## config.mk

```make
export PLATFORM = sky130hd
export DESIGN_NAME = hazard_ctrl
export DESIGN_NICKNAME = d
export VERILOG_FILES = /design/src/rtl/hazard_ctrl.sv
export SDC_FILE = /design/constraint.sdc
export NUM_CORES = 1
export LEC_CHECK = 0
export BUFFER_PORTS_ARGS = -buffer_cell sky130_fd_sc_hd__buf_2
export CAP_MARGIN = 25
export CORE_MARGIN = 2
export CORE_UTILIZATION = 34
export DETAILED_ROUTE_END_ITERATION = 8
export GPL_ROUTABILITY_DRIVEN = 0
export PLACE_DENSITY_LB_ADDON = 0.25
export SYNTH_ARGS = -nofsm -noshare
export SYNTH_HDL_FRONTEND = slang
export SYNTH_SLANG_ARGS = --single-unit
```

## constraint.sdc

```tcl
create_clock -name i_clk -period 1.68 [get_ports i_clk]
set_input_delay 0.084 -clock i_clk [delete_from_list [all_inputs] [get_ports i_clk]]
set_output_delay 0.084 -clock i_clk [all_outputs]
set_load 0.03 [all_outputs]
```

## src/rtl/hazard_ctrl.sv

```systemverilog
// hazard_ctrl: pipeline stall/flush sequencer; perf counters enabled by `define HAZARD_PERF_EN
module hazard_ctrl #(
  parameter int FLUSH_CYC = 1,
  parameter int CNT_W = 32
) (
  input  logic             i_clk,
  input  logic             i_reset,
  input  logic [31:0]      i_id_instr,
  input  logic [4:0]       i_ex_rd,
  input  logic             i_ex_memread,
  input  logic             i_ex_br_taken,
  input  logic             i_mem_req,
  input  logic             i_mem_ready,
  output logic             o_pc_en,
  output logic             o_ifid_en,
  output logic             o_ifid_flush,
  output logic             o_idex_en,
  output logic             o_idex_flush,
  output logic             o_exmem_en,
  output logic             o_memwb_bubble,
  output logic [CNT_W-1:0] o_stall_cnt,
  output logic [CNT_W-1:0] o_flush_cnt,
  output logic [CNT_W-1:0] o_memwait_cnt
);
  typedef enum logic [1:0] {RUN, MEMWAIT, FLUSH} state_t;
  state_t state, nxt;
  logic [3:0] fcnt, fnxt;
  logic [6:0] op;
  logic [4:0] rs1, rs2;
  logic use_rs1, use_rs2, lu, frz, take, stl, en, unused;
  assign op = i_id_instr[6:0];
  assign rs1 = i_id_instr[19:15];
  assign rs2 = i_id_instr[24:20];
  assign unused = ^{i_id_instr[31:25], i_id_instr[14:7]};
  assign use_rs1 = op inside {7'b1100111, 7'b1100011, 7'b0000011, 7'b0100011,
                              7'b0010011, 7'b0110011, 7'b0001111, 7'b1110011};
  assign use_rs2 = op inside {7'b0110011, 7'b0100011, 7'b1100011};
  assign lu = i_ex_memread & (i_ex_rd != 5'd0) &
              ((use_rs1 & (rs1 == i_ex_rd)) | (use_rs2 & (rs2 == i_ex_rd)));
  assign frz = (state == MEMWAIT) ? !i_mem_ready : i_mem_req & !i_mem_ready;
  assign take = (state != FLUSH) & !frz & i_ex_br_taken;
  assign stl = (state != FLUSH) & !frz & !i_ex_br_taken & lu;
  assign en = !i_reset & !frz;
  assign o_pc_en = en & !stl;
  assign o_ifid_en = en & !stl;
  assign o_idex_en = en;
  assign o_exmem_en = en;
  assign o_ifid_flush = i_reset | (!frz & (take | (state == FLUSH)));
  assign o_idex_flush = i_reset | take | stl;
  assign o_memwb_bubble = i_reset | frz;
  // next state: a dmem wait freezes everything, including the flush countdown
  always_comb begin
    nxt = frz ? ((state == FLUSH) ? FLUSH : MEMWAIT) :
          take ? ((FLUSH_CYC > 1) ? FLUSH : RUN) :
          (state == FLUSH && fcnt != 4'd1) ? FLUSH : RUN;
    fnxt = frz ? fcnt : take ? 4'(FLUSH_CYC - 1) : (state == FLUSH) ? fcnt - 4'd1 : fcnt;
  end
  // state and flush countdown registers
  always_ff @(posedge i_clk) begin
    if (i_reset) begin
      state <= RUN;
      fcnt <= 4'd0;
    end else begin
      state <= nxt;
      fcnt <= fnxt;
    end
  end
`ifdef HAZARD_PERF_EN
  logic [CNT_W-1:0] stall_cnt, flush_cnt, memwait_cnt;
  // saturating event counters
  always_ff @(posedge i_clk) begin
    if (i_reset) begin
      stall_cnt <= '0;
      flush_cnt <= '0;
      memwait_cnt <= '0;
    end else begin
      if (stl && !(&stall_cnt)) stall_cnt <= stall_cnt + 1'b1;
      if (take && !(&flush_cnt)) flush_cnt <= flush_cnt + 1'b1;
      if (frz && !(&memwait_cnt)) memwait_cnt <= memwait_cnt + 1'b1;
    end
  end
  assign o_stall_cnt = stall_cnt;
  assign o_flush_cnt = flush_cnt;
  assign o_memwait_cnt = memwait_cnt;
`else
  assign o_stall_cnt = {CNT_W{1'b0}};
  assign o_flush_cnt = {CNT_W{1'b0}};
  assign o_memwait_cnt = {CNT_W{1'b0}};
`endif
endmodule

```

======== Word-level counts from Yosys, hierarchy flattened ========
Cells that the tools add are included.
operators by class
  $add $sub $neg .......................... 1
  multiply operators ...................... 0
  div/mod/pow operators ................... 0
  $lt $le $gt $ge ......................... 0
  equality and inequality tests ........... 14
  shift operators ......................... 0
  multiplexer cells ....................... 7
  bitwise operators ....................... 19
  reduce and logical (&&, ||, !) cells .... 11
operators by type and width
  kind                   count
  $eq A7 B7 Y1 const B   3
  $eq A7 B6 Y1 const B   2
  $and A1 B1 Y1          12
  $eq A5 B5 Y1           2
  $mux W2                4
  $mux W4                2
  $reduce_bool A8 Y1     1
  $eq A7 B2 Y1 const B   1
  $eq A7 B4 Y1 const B   1
  $eq A7 B5 Y1 const B   1
  $or A1 B1 Y1           6
  $logic_not A1 Y1       5
  $reduce_bool A5 Y1     1
  $ne A4 B1 Y1 const B   1
  $sub A4 B1 Y4 const B  1
  $reduce_bool A3 Y1     1
  $eq A2 B1 Y1 const B   1
  $eq A2 B2 Y1 const B   1
  $ne A2 B2 Y1 const B   1
  $reduce_and A2 Y1      1
  $reduce_bool A2 Y1     1
  $logic_and A1 B1 Y1    1
  $mux W1                1
  $not A1 Y1             1
word-level totals
  register bits ........................... 6
  bits in latches ......................... 0
  memory bits (writable) .................. 0
  ROM bits ................................ 0
  output and inout port bits .............. 103
  memories ................................ 0

======== Longest topological paths before layout ========
  depth after elaboration ................. 9
  depth in mapped cells ................... 6

======== Least setup slack after synthesis ========
No wires, ideal clock.
  path type ............................... register -> output
  start ................................... register state[0]
  end ..................................... output port o_pc_en
  arrival ................................. 1.692 ns
  data required time ...................... 1.596 ns
  setup slack ............................. -0.096 ns
  cell stages (with the launch flop) ...... 6
  buffers on the path ..................... 1
  path through ............................ dfxtp_1 nor2b_1 o21bai_2 nand2b_1 nor2_1 buf_4
on the way
  cells in the longest elaborated chain, start to end .. 8
  elaborated cells between the ends (all ways) .. 10
  classes of those cells .................. eq/ne (2); mux (1); bitwise (5); reduce/logical (2)
ends and longest elaborated chain
  element                     line    RTL
  start: declaration          26      state_t state, nxt;
  start signal: assignment    64      state <= nxt;
  $eq A2 B1 Y1                40      assign frz = (state == MEMWAIT) ? !i_mem_ready : i_mem_req & !i_mem_ready;
  $mux W1                     40
  $logic_not A1 Y1            42, 43
  $and A1 B1 Y1 (3 in a row)  42      assign stl = (state != FLUSH) & !frz & !i_ex_br_taken & lu;
  $logic_not A1 Y1            --
  $and A1 B1 Y1 *             --
  end: declaration            14      output logic o_pc_en,
Every way passes the cells marked *; elsewhere a longest branch is shown, timed or not.

======== Worst setup path after layout ========
  start ................................... input port i_ex_rd[4]
  end ..................................... output port o_ifid_en
on the way
  cells in the longest elaborated chain, start to end .. 7
  elaborated cells between the ends (all ways) .. 11
  classes of those cells .................. eq/ne (2); bitwise (7); reduce/logical (2)
ends and longest elaborated chain
  element             line  RTL
  start: declaration  9     input logic [4:0] i_ex_rd,
  $eq A5 B5 Y1        39    ((use_rs1 & (rs1 == i_ex_rd)) | (use_rs2 & (rs2 == i_ex_rd)));
  $and A1 B1 Y1       39
  $or A1 B1 Y1        39
  $and A1 B1 Y1 *     38    assign lu = i_ex_memread & (i_ex_rd != 5'd0) &
  $and A1 B1 Y1 *     42
  $logic_not A1 Y1 *  45    assign o_ifid_en = en & !stl;
  $and A1 B1 Y1 *     45
  end: declaration    15    output logic o_ifid_en,
Marked as above.

==> reports/summary.md <==
The most critical setup path has its endpoint at o_ifid_en. The clock network power share was 26.2%; the core area was 3630 µm². Setup repair after global routing could not meet its margin everywhere. The antenna diode count came out at 0.

The gate count of the mapped netlist was 166; the largest fanout of any net on the critical path was 2. Summing internal, switching and leakage power gives 804 µW. The summed negative setup slack over all endpoints is 0 ns, and the slack of the worst reg-to-reg path is 0.31 ns. The number of setup violations in the final report was 0. Ranked by instance count, the synthesized netlist is headed by 98 x sky130_fd_sc_hd__buf_4, 7 x sky130_fd_sc_hd__xor2_1, 6 x sky130_fd_sc_hd__dfxtp_1. The logs give 1 for the number of H-tree levels and 0 for the initial antenna violation count. The number of cell rows was 22. The per-instance average area after synthesis works out to 7.67 µm². Registers are responsible for 18.2% of the overall power. For the max-slew violation count, the log shows 0.

Async set or reset register ratio after synthesis: 0%. The run gives 711 as the number of global-route vias before repair. The worst register-to-register path ends at fcnt[3]$_SDFFE_PP0P_. The synthesized design devotes to its leading area cell type 57.8% of total area. The logs give 0 for the number of max-capacitance violations reported and 1.60 ns for the critical path required time. The run gives 35.0% as the initial cell density of the core. In this run the worst hold path is classified as input port to flip-flop. The number of cells on the worst reg-to-reg path is 8. The detail route stage leaves a number of antenna-violating nets equal to 0.

The overall fraction of global-route tracks in use came out at 8.71%. Net switching is 53.0% of the power. The xor/xnor share of the synthesized area is 6.88%, and the number of hold violations in the final report is 0. The number of synthesized register bits works out to 6. The die boundary height is 65.2 µm.

The pin count of the biggest net entering global routing came out at 10. Leading cell type by number of instances after synthesis: sky130_fd_sc_hd__buf_4. The synthesized netlist contains 32 unique library cells.

Yosys printed 0 warnings. The tools report the synthesized cell area as 1270 µm². The tree is rooted in a sky130_fd_sc_hd__clkbuf_8. For the finished layout, the period the worst path requires is 1.67 ns. The average detailed-routed wire length per instance was 8.02 µm. By area, the combinational part of the netlist is dominated by buffers and inverters. Hold repair after CTS inserted 0 buffers. IR analysis of the VDD net gives a maximum drop of 0.343 mV. Dividing the final minimum period by the clock period gives 99.4%. The logs give 0 for the remaining global-route overflow and 1770 µm for the placed wire-length estimate. The synthesized design contains 0 enable-type register cells.

The first routing iteration left 9 violations. The horizontal extent of the die was 65.2 µm. The clock reaches the later pin of the worst-skew pair after 0.22 ns. The die covers 4250 µm².

In the synthesized netlist the dominant register cell turns out to be sky130_fd_sc_hd__dfxtp_1. Final clock skew: 0.00257 ns. Summing the areas of all and, or, nand and nor instances in the mapped netlist gives 12.7% of the synthesized area.

The worst register-to-register path begins at state[1]$_SDFF_PP0_. Clock tree synthesis inserted a total of 3 buffers. The maximum root-to-sink buffer count was 2; the post-layout instance area was 1310 µm². After detailed routing, the number of vias per cell comes to 3.53. The signed area change from the synthesized netlist to the final layout is 3.15%. Origin of the worst setup path: i_ex_rd[4].

By area the synthesized netlist is led by sky130_fd_sc_hd__buf_4 58%, sky130_fd_sc_hd__dfxtp_1 9.4%, sky130_fd_sc_hd__xor2_1 4.8%. TritonCTS built the clock tree. The fraction of the yosys area taken by sequential cells was 9.44%; the via count of the routed design was 903.

In this run the count of I/O pins placed on the die edge is 146. DRC violation count after routing: 0. The fraction of final layout cells sized beyond drive strength 1 is 27.9%. The final layout contains routed wiring with a total length of 2050 µm. The biggest area contributor in the post-synthesis netlist is sky130_fd_sc_hd__buf_4. The run finished with clean final reports. Summing the areas of all compound-gate instances in the mapped netlist gives 9.73% of the synthesized area. The logs give 2970 µm for the first-pass GRT wire length and 55.6% for the combinational power share.

Summing all placed instances gives a cell area of 1180 µm². The worst setup path is launched from an input port. After clock tree synthesis, the clock-pin slew on the worst setup and hold paths is 0.04 ns.

Derived from the worst setup path, the maximum achievable clock frequency is 599 MHz. At the end of the flow, the number of nets in the layout was 255. The cell area power density came out at 612 nW/µm². The leakage dissipation came out at 0.000706 µW. The first detailed-routing pass took 3 iterations. The tools report the internal power summed over all cells as 377 µW.

The critical path is of the input port to primary output type. The logs give 1.59 ns for the critical path data arrival time and 6 for the number of sinks on the clock net. The multiplexer share of the synthesized area came out at 0%.

The adder and majority gate portion of the synthesized area is 1.97%, and the count of port buffers added during placement is 34. The tools report the category of the worst setup path capture point as a primary output. The total net switching power is 426 µW, and the end-of-flow core utilization is 36.1%.
[state kept, by name (all words and copies together), names as in the netlist]
signal  count
fcnt        4
state       2
[cells by family after synthesis]
group,Yosys count
other,1
AOI/OAI and AO/OA,17
xor gates and xnor gates,10
adders and majority gates,2
DFF,6
and+or+nand+nor,28
buffers and inverters,102
[power groups by stage]
stage,clock network [µW],logic (µW),registers [µW]
after floorplan,0,528,147
after global placement,0,425,147
after detailed placement,0,423,147
after CTS,217,441,146
after global routing,227,473,146
final,210,447,146
[layer usage]
| metal | track usage [%] | routed length [µm] | share of wire, % | vias up |
|---|---|---|---|---|
| met5 | 0 | 0 | 0 | - |
| met4 | 1.56 | 0 | 0 | 0 |
| li1 | - | - | - | 434 |
| met3 | 3.25 | 347 | 17 | 0 |
| met1 | 9.96 | 708 | 34 | 391 |
| met2 | 15.6 | 997 | 49 | 78 |
[how the worst min path moves through the flow]
stage                startpoint                    to  slack [ns]  cells past startpoint
floorplan           i_mem_ready   state[0]$_SDFF_PP0_        0.33                      2
global placement        i_reset  fcnt[0]$_SDFFE_PP0P_        0.38                      2
CTS                     i_reset  fcnt[2]$_SDFFE_PP0P_        0.14                      2
global route            i_reset  fcnt[0]$_SDFFE_PP0P_        0.15                      2
detailed placement      i_reset  fcnt[2]$_SDFFE_PP0P_        0.37                      2
finish                  i_reset  fcnt[2]$_SDFFE_PP0P_        0.14                      2
[repair_timing]
action / CTS / global route
gates resized for setup: 14 / 6
endpoints found under the setup margin: 3 / 4
setup buffers: 0 / 1
pin swaps: 4 / 10
[cell type report]
type / count / area [µm²]
clock buffers: 3 / 41.3
fillers: 426 / 2320
inverters: 3 / 11.3
multi-input cells: 153 / 813
flip-flops and latches: 6 / 123
well taps: 48 / 60.1
repair buffers: 43 / 264
[cells in the final DEF, fill, tap and decap left out]
master,count
sky130_fd_sc_hd__a21oi_1,5
sky130_fd_sc_hd__nor3_1,3
sky130_fd_sc_hd__ha_1,2
sky130_fd_sc_hd__a22oi_1,1
sky130_fd_sc_hd__nor2_1,3
sky130_fd_sc_hd__conb_1,96
sky130_fd_sc_hd__nor4b_1,1
sky130_fd_sc_hd__dfxtp_1,4
sky130_fd_sc_hd__o21ai_4,1
sky130_fd_sc_hd__o31ai_1,1
sky130_fd_sc_hd__buf_2,31
sky130_fd_sc_hd__a311o_2,1
sky130_fd_sc_hd__nor3b_1,1
sky130_fd_sc_hd__o21ai_0,3
sky130_fd_sc_hd__or4_1,1
sky130_fd_sc_hd__clkbuf_8,3
sky130_fd_sc_hd__dfxtp_2,2
sky130_fd_sc_hd__nand3_1,2
sky130_fd_sc_hd__nor4_1,1
sky130_fd_sc_hd__a311oi_1,1
sky130_fd_sc_hd__o21ba_2,1
sky130_fd_sc_hd__nand2b_1,4
sky130_fd_sc_hd__buf_4,7
sky130_fd_sc_hd__buf_6,5
sky130_fd_sc_hd__xor2_1,7
sky130_fd_sc_hd__or4_4,1
sky130_fd_sc_hd__nand4_1,2
sky130_fd_sc_hd__nor2b_1,1
sky130_fd_sc_hd__xnor2_1,3
sky130_fd_sc_hd__nand2_1,2
sky130_fd_sc_hd__a211oi_1,1
sky130_fd_sc_hd__o21bai_4,1
sky130_fd_sc_hd__nand3b_1,1
sky130_fd_sc_hd__nor2_2,2
sky130_fd_sc_hd__inv_1,3
sky130_fd_sc_hd__nor2b_4,2
sky130_fd_sc_hd__nand4b_1,1
sky130_fd_sc_hd__a2111oi_4,1
[worst max-delay path, stage by stage]
cell and delay (ns):
sky130_fd_sc_hd__buf_2 0.12, sky130_fd_sc_hd__xor2_1 0.14, sky130_fd_sc_hd__nor4_1 0.30, sky130_fd_sc_hd__nand3_1 0.18, sky130_fd_sc_hd__a2111oi_4 0.41, sky130_fd_sc_hd__buf_4 0.17, sky130_fd_sc_hd__nor2_2 0.04, sky130_fd_sc_hd__buf_6 0.14
[stage by stage]
stage	hold WS, ns	setup slack (ns)	std cells
after global routing	0.154	-0.0605	256
after detailed placement	0.373	-0.0585	252
after CTS	0.137	-0.00428	255
final	0.140	0.00992	256
after global placement	0.379	-0.0547	252
after floorplan	0.327	0.0630	261
Power figures use the tool's default switching activity.
